### src/rtl/seg7_scan_ctrl_if.sv
// seg7_scan_ctrl_if: picorv32 native-bus slice seen by the 7-segment driver.
// master = CPU/address decode side, slave = seg7_scan_ctrl.
interface seg7_scan_ctrl_if;
  logic        sel;
  logic        mem_valid;
  logic [3:0]  mem_wstrb;
  logic [31:0] mem_wdata;
  logic        mem_ready;
  logic [31:0] mem_rdata;

  modport master (
    output sel,
    output mem_valid,
    output mem_wstrb,
    output mem_wdata,
    input  mem_ready,
    input  mem_rdata
  );

  modport slave (
    input  sel,
    input  mem_valid,
    input  mem_wstrb,
    input  mem_wdata,
    output mem_ready,
    output mem_rdata
  );
endinterface

### src/rtl/seg7_scan_ctrl.sv
// seg7_scan_ctrl: memory-mapped 2-digit multiplexed 7-segment scanner.
// Define SEG7_PWM_EN to add 4-bit PWM brightness (CTRL[15:12]).
module seg7_scan_ctrl #(
  parameter int CLK_HZ      = 100_000_000,
  parameter int SCAN_HZ     = 1000,
  parameter int DEAD        = 8,
  parameter bit SEG_ACT_LOW = 1'b1,
  parameter bit COM_ACT_LOW = 1'b1
) (
  input  logic                clk,
  input  logic                reset,
  seg7_scan_ctrl_if.slave     bus,
  output logic [7:0]          SEG_o,
  output logic [1:0]          COM_o
);

  localparam int PERIOD = CLK_HZ / SCAN_HZ;
  localparam int CW     = (PERIOD > 2) ? $clog2(PERIOD) : 1;

  localparam logic [CW-1:0] CNT_MAX = CW'(PERIOD - 1);
  localparam logic [CW-1:0] DEAD_C  = CW'(DEAD);
  localparam logic [11:0]   CTRL_RST = 12'hC00;

  localparam logic [7:0] SEG_OFF = {8{SEG_ACT_LOW}};
  localparam logic [1:0] COM_OFF = {2{COM_ACT_LOW}};

  logic          acked;
  logic          hit;
  logic          ack;
  logic [11:0]   ctrl_lo;
  logic [11:0]   shadow_lo;
  logic [3:0]    bright;
  logic [3:0]    shadow_bright;
  logic [31:0]   ctrl_word;
  logic [CW-1:0] cnt;
  logic          digit;
  logic          gate;
  logic [3:0]    hex;
  logic          dp;
  logic          blank;
  logic          lit;
  logic [6:0]    font;

  // A held request is acknowledged once; acked clears when it drops.
  assign hit = bus.sel & bus.mem_valid;
  assign ack = hit & ~bus.mem_ready & ~acked;

  assign ctrl_word = {16'h0, bright, ctrl_lo};

  // Bus handshake, read data and CTRL byte writes
  always_ff @(posedge clk) begin
    if (reset) begin
      acked         <= 1'b0;
      bus.mem_ready <= 1'b0;
      bus.mem_rdata <= 32'h0;
      ctrl_lo       <= CTRL_RST;
    end else begin
      acked         <= hit & (acked | ack);
      bus.mem_ready <= ack;
      bus.mem_rdata <= ack ? ctrl_word : 32'h0;
      if (ack && bus.mem_wstrb[0])
        ctrl_lo[7:0] <= bus.mem_wdata[7:0];
      if (ack && bus.mem_wstrb[1])
        ctrl_lo[11:8] <= bus.mem_wdata[11:8];
    end
  end

`ifdef SEG7_PWM_EN
  logic [3:0] pwm;
  logic       unused_bus;

  assign unused_bus = ^{bus.mem_wdata[31:16], bus.mem_wstrb[3:2]};

  // Brightness nibble lives beside the other CTRL bits
  always_ff @(posedge clk) begin
    if (reset)
      bright <= 4'h0;
    else if (ack && bus.mem_wstrb[1])
      bright <= bus.mem_wdata[15:12];
  end

  // Free-running PWM phase
  always_ff @(posedge clk) begin
    if (reset)
      pwm <= 4'h0;
    else
      pwm <= pwm + 4'h1;
  end

  assign gate = (pwm <= shadow_bright);
`else
  logic unused_bus;

  assign unused_bus = ^{bus.mem_wdata[31:12], bus.mem_wstrb[3:2],
                        shadow_bright};
  assign bright = 4'h0;
  assign gate   = 1'b1;
`endif

  // Dwell counter; CTRL is sampled into the shadow only at a wrap
  always_ff @(posedge clk) begin
    if (reset) begin
      cnt           <= '0;
      digit         <= 1'b0;
      shadow_lo     <= CTRL_RST;
      shadow_bright <= 4'h0;
    end else if (cnt == CNT_MAX) begin
      cnt           <= '0;
      digit         <= ~digit;
      shadow_lo     <= ctrl_lo;
      shadow_bright <= bright;
    end else begin
      cnt <= cnt + 1'b1;
    end
  end

  assign hex   = digit ? shadow_lo[7:4] : shadow_lo[3:0];
  assign dp    = digit ? shadow_lo[9]   : shadow_lo[8];
  assign blank = digit ? shadow_lo[11]  : shadow_lo[10];
  assign lit   = (cnt >= DEAD_C) & ~blank & gate;

  // Hex font, bit order g..a
  always_comb begin
    font = 7'h00;
    unique case (hex)
      4'h0: font = 7'h3F;
      4'h1: font = 7'h06;
      4'h2: font = 7'h5B;
      4'h3: font = 7'h4F;
      4'h4: font = 7'h66;
      4'h5: font = 7'h6D;
      4'h6: font = 7'h7D;
      4'h7: font = 7'h07;
      4'h8: font = 7'h7F;
      4'h9: font = 7'h6F;
      4'hA: font = 7'h77;
      4'hB: font = 7'h7C;
      4'hC: font = 7'h39;
      4'hD: font = 7'h5E;
      4'hE: font = 7'h79;
      4'hF: font = 7'h71;
    endcase
  end

  // Registered pins, polarity applied after decode
  always_ff @(posedge clk) begin
    if (reset) begin
      SEG_o <= SEG_OFF;
      COM_o <= COM_OFF;
    end else if (lit) begin
      SEG_o <= {dp, font} ^ SEG_OFF;
      COM_o <= (digit ? 2'b10 : 2'b01) ^ COM_OFF;
    end else begin
      SEG_o <= SEG_OFF;
      COM_o <= COM_OFF;
    end
  end

endmodule

### src/flat_wrapper.sv
// flat-port wrapper written by rule: the top's interface ports become plain ports
module seg7_scan_ctrl_flat 
#(
  parameter int CLK_HZ      = 100_000_000,
  parameter int SCAN_HZ     = 1000,
  parameter int DEAD        = 8,
  parameter bit SEG_ACT_LOW = 1'b1,
  parameter bit COM_ACT_LOW = 1'b1
)
  (clk, reset, SEG_o, COM_o, bus_sel, bus_mem_valid, bus_mem_wstrb, bus_mem_wdata, bus_mem_ready, bus_mem_rdata);
  seg7_scan_ctrl_if bus_i ();
  input  logic clk;
  input  logic reset;
  output logic [7:0] SEG_o;
  output logic [1:0] COM_o;
  input wire logic [$bits(bus_i.sel)-1:0] bus_sel;
  input wire logic [$bits(bus_i.mem_valid)-1:0] bus_mem_valid;
  input wire logic [$bits(bus_i.mem_wstrb)-1:0] bus_mem_wstrb;
  input wire logic [$bits(bus_i.mem_wdata)-1:0] bus_mem_wdata;
  output wire logic [$bits(bus_i.mem_ready)-1:0] bus_mem_ready;
  output wire logic [$bits(bus_i.mem_rdata)-1:0] bus_mem_rdata;
  assign bus_i.sel = bus_sel;
  assign bus_i.mem_valid = bus_mem_valid;
  assign bus_i.mem_wstrb = bus_mem_wstrb;
  assign bus_i.mem_wdata = bus_mem_wdata;
  assign bus_mem_ready = bus_i.mem_ready;
  assign bus_mem_rdata = bus_i.mem_rdata;
  seg7_scan_ctrl #(.CLK_HZ(CLK_HZ), .SCAN_HZ(SCAN_HZ), .DEAD(DEAD), .SEG_ACT_LOW(SEG_ACT_LOW), .COM_ACT_LOW(COM_ACT_LOW)) u_core (.clk(clk), .reset(reset), .bus(bus_i), .SEG_o(SEG_o), .COM_o(COM_o));
endmodule
### config.mk
export PLATFORM = sky130hd
export DESIGN_NAME = seg7_scan_ctrl_flat
export DESIGN_NICKNAME = d
export VERILOG_FILES = /design/src/rtl/seg7_scan_ctrl_if.sv /design/src/rtl/seg7_scan_ctrl.sv /design/src/flat_wrapper.sv
export SDC_FILE = /design/constraint.sdc
export NUM_CORES = 1
export LEC_CHECK = 0
export CORE_MARGIN = 4
export CORE_UTILIZATION = 40
export DETAILED_ROUTE_END_ITERATION = 8
export GPL_ROUTABILITY_DRIVEN = 1
export PLACE_DENSITY_LB_ADDON = 0.25
export SLEW_MARGIN = 30
export SYNTH_ARGS = -nofsm -noshare
export SYNTH_HDL_FRONTEND = slang
export SYNTH_SLANG_ARGS = --single-unit
### constraint.sdc
create_clock -name clk -period 2 [get_ports clk]
set_clock_uncertainty 0.1 [all_clocks]
set_input_delay 0.6 -clock clk [delete_from_list [all_inputs] [get_ports clk]]
set_output_delay 0.6 -clock clk [all_outputs]
set_load 0.01 [all_outputs]
==> run summary <==
Pin count of the biggest net entering global routing -> 18
Core area -> 6832 sq um
Number of library cell types mapped by synthesis -> 38
Layout area overhead -> 32.18%
Final min period -> 2010 ps
Max IR drop VDD -> 0.0005319 V
Final worst path period share -> 1.005
First-pass GRT wire length -> 9825 microns
Vias in the first global route -> 2,258
DRT Pass-1 Iters -> 4
Fmax -> 497.4 MHz
Syn. warnings -> 0
Hold Path Depth -> 2
DP Wirelength -> 4140 microns
Hold Vio Cnt, Final -> 0
Syn avg cell area -> 8.933 sq um
Final setup fails -> 1
Commonest non-fill, non-tap cell in the layout -> dfxtp_1
# DRC -> 0
CP Capture Type -> flop
Number of antenna violations at the first check in global routing -> 0
Register bit total from synthesis -> 66
Crit path arrival time -> 2150 ps
TritonCTS clock tree -> built
Final WS setup -> -10.49 ps
Total congestion overflow -> 0
CTS buffer count -> 9
Unrepaired setup endpoints after global routing -> true
Mapped Area -> 2823 sq um
Total power -> 2.618 mW
Max_cap viols -> 0
Most frequent cells in the layout -> 66 x dfxtp_1, 40 x clkdlybuf4s50_1, 29 x buf_4
Die height -> 92.01 microns
Rows -> 30
ANT cells -> 0
DRT antenna net count -> 0
Worst Path Required -> 2140 ps
IO Pins -> 83
H-Tree Depth -> 3
Routability Congestion -> 0.7967
Total leakage power -> 1.375 nW
Worst Path Max Fanout -> 5
Hold Worst Slack -> 369.6 ps
Most used flip-flop cell after synthesis -> dfxtp_1
Sequential-to-total area share from yosys stat -> 0.4681
DP Worst Slack -> -140.7 ps
CTS Sinks -> 66
Gr usage total -> 0.1457
Die Area -> 8465 sq um
Max clock buf depth -> 2
Area leader, netlist -> dfxtp_1
EDFF count, synth -> 0
Worst-skew pair later-pin latency -> 340 ps
Async SR Flop Fraction -> 0
Setup bufs post-CTS -> 0
CP startpoint kind -> flop
R2R depth -> 5
Final Net Count -> 431
Min-Delay Path Class -> flop to flop
Vias -> 2,318
DR WL/cell -> 11.95 microns
Initial Util -> 0.4132
Cell count after synthesis -> 316
Clock-pin slew on the worst setup and hold paths -> 80 ps
Fin. max-slew vios -> 0
Status -> complete, but fails checks
Share of layout cells above drive strength 1 -> 0.1804
Root Buffer -> clkbuf_8
Top cells by area, synth -> dfxtp_1 47%, buf_4 5.3%, nand3_1 5.0%
Slew HR -> 0.6485
Worst Tran Pin Value -> 512.6 ps
Port bufs -> 40
Chip width -> 92.01 microns
Power per standard cell area -> 701.8 nW/um^2
Initial DRC Count -> 65
Post-Route WL -> 5784 microns
WS Path Type -> flop to flop
Failing checks -> negative setup slack
Vias/cell -> 4.789
Top cell type's share of synthesized area -> 0.4681
Fill count -> 665
[final cells by class]
| cell class | count | area [sq um] | area share |
|---|---|---|---|
| clock inverters | 7 | 77.57 | 0.02079 |
| repair buffers | 72 | 660.6 | 0.1771 |
| multi-input cells | 226 | 1398 | 0.3746 |
| flip-flops and latches | 66 | 1321 | 0.3541 |
| clock buffers | 9 | 123.9 | 0.03320 |
| inverters | 8 | 30.03 | 0.008048 |
| well taps | 96 | 120.1 | 0.03219 |
[sequential cells by signal, summed over array words and instances, names as in the netlist]
name,cells
u_core.shadow_lo,12
u_core.bus.mem_ready,1
u_core.ctrl_lo,12
u_core.SEG_o,8
u_core.acked,1
u_core.COM_o,2
u_core.cnt,17
u_core.bus.mem_rdata,12
u_core.digit,1
[power breakdown]
part           internal [mW]  total (mW)  leakage, nW  switching, mW
Clock                  0.585        1.13        0.100          0.545
Combinational         0.0701       0.144        0.741         0.0739
Sequential              1.33        1.34        0.534         0.0122
Total                   1.99        2.62         1.38          0.632
[kinds of logic after synthesis]
logic type / Yosys count / synth area share
AO/OA/AOI/OAI: 51 / 0.1082
XOR/XNOR: 15 / 0.04654
adder cells (fa/ha/maj): 8 / 0.03546
buffers and inverters: 43 / 0.08466
flip-flops: 66 / 0.4681
multiplexers: 8 / 0.03014
other: 1 / 0.001329
AND/OR/NAND/NOR: 124 / 0.2256
[per-stage QoR]
step / cells / util / instance area [sq um] / setup TNS [ps]
2_1_floorplan: 335 / - / 2897 / 0
3_3_place_gp: 467 / 0.5060 / 3457 / -2696
3_5_place_dp: 467 / 0.5060 / 3457 / -3215
4_1_cts: 484 / 0.5375 / 3672 / -0.6610
5_1_grt: 484 / 0.5462 / 3731 / -1004
6_report: 484 / 0.5462 / 3731 / -10.49
[metal layers]
layer,GRT usage,up-vias,wire [microns]
met3,0.05906,5,258
met5,0,-,0
li1,-,1191,-
met4,0.04084,0,63
met2,0.2445,42,2928
met1,0.1715,1080,2534
[final timing paths]
check | startpoint | end | slack [ps]
setup / recovery | u_core.cnt[6] | u_core.digit | -10
setup reg to reg | u_core.cnt[6] | u_core.digit | -10
hold reg to reg | u_core.shadow_lo[4] | u_core.shadow_lo[4] | 370
hold / removal | u_core.shadow_lo[4] | u_core.shadow_lo[4] | 370
[worst max-delay path, stage by stage (launching register included)]
cell and delay, ps:
dfxtp_1 310, or4_4 540, or4_4 530, buf_4 180, o21ai_1 160, a21oi_2 70
[timing repair]
| action | 4_1_cts | 5_1_grt |
|---|---|---|
| endpoints found under the setup margin | 10 | 34 |
| gates resized for setup | 3 | 23 |
| gates cloned | 1 | 0 |
| hold buffers | 0 | 0 |
| hold endpoints to repair | 0 | 0 |
| pin swaps | 2 | 8 |
[synth_stat cells (all sizes together) (2+ instances only)]
| cell type | instances |
|---|---|
| a211oi | 2 |
| a21oi | 26 |
| and2 | 12 |
| buf | 23 |
| clkbuf | 12 |
| dfxtp | 66 |
| ha | 8 |
| inv | 8 |
| mux2 | 4 |
| mux2i | 4 |
| nand2 | 28 |
| nand3 | 28 |
| nand3b | 2 |
| nand4 | 5 |
| nor2 | 21 |
| nor2b | 4 |
| nor3 | 5 |
| nor4 | 6 |
| o211ai | 2 |
| o21ai | 11 |
| o221ai | 5 |
| or2 | 2 |
| or3 | 5 |
| or4 | 4 |
| xnor2 | 11 |
| xor2 | 4 |
No activity file was read; power rests on OpenSTA's default activity.
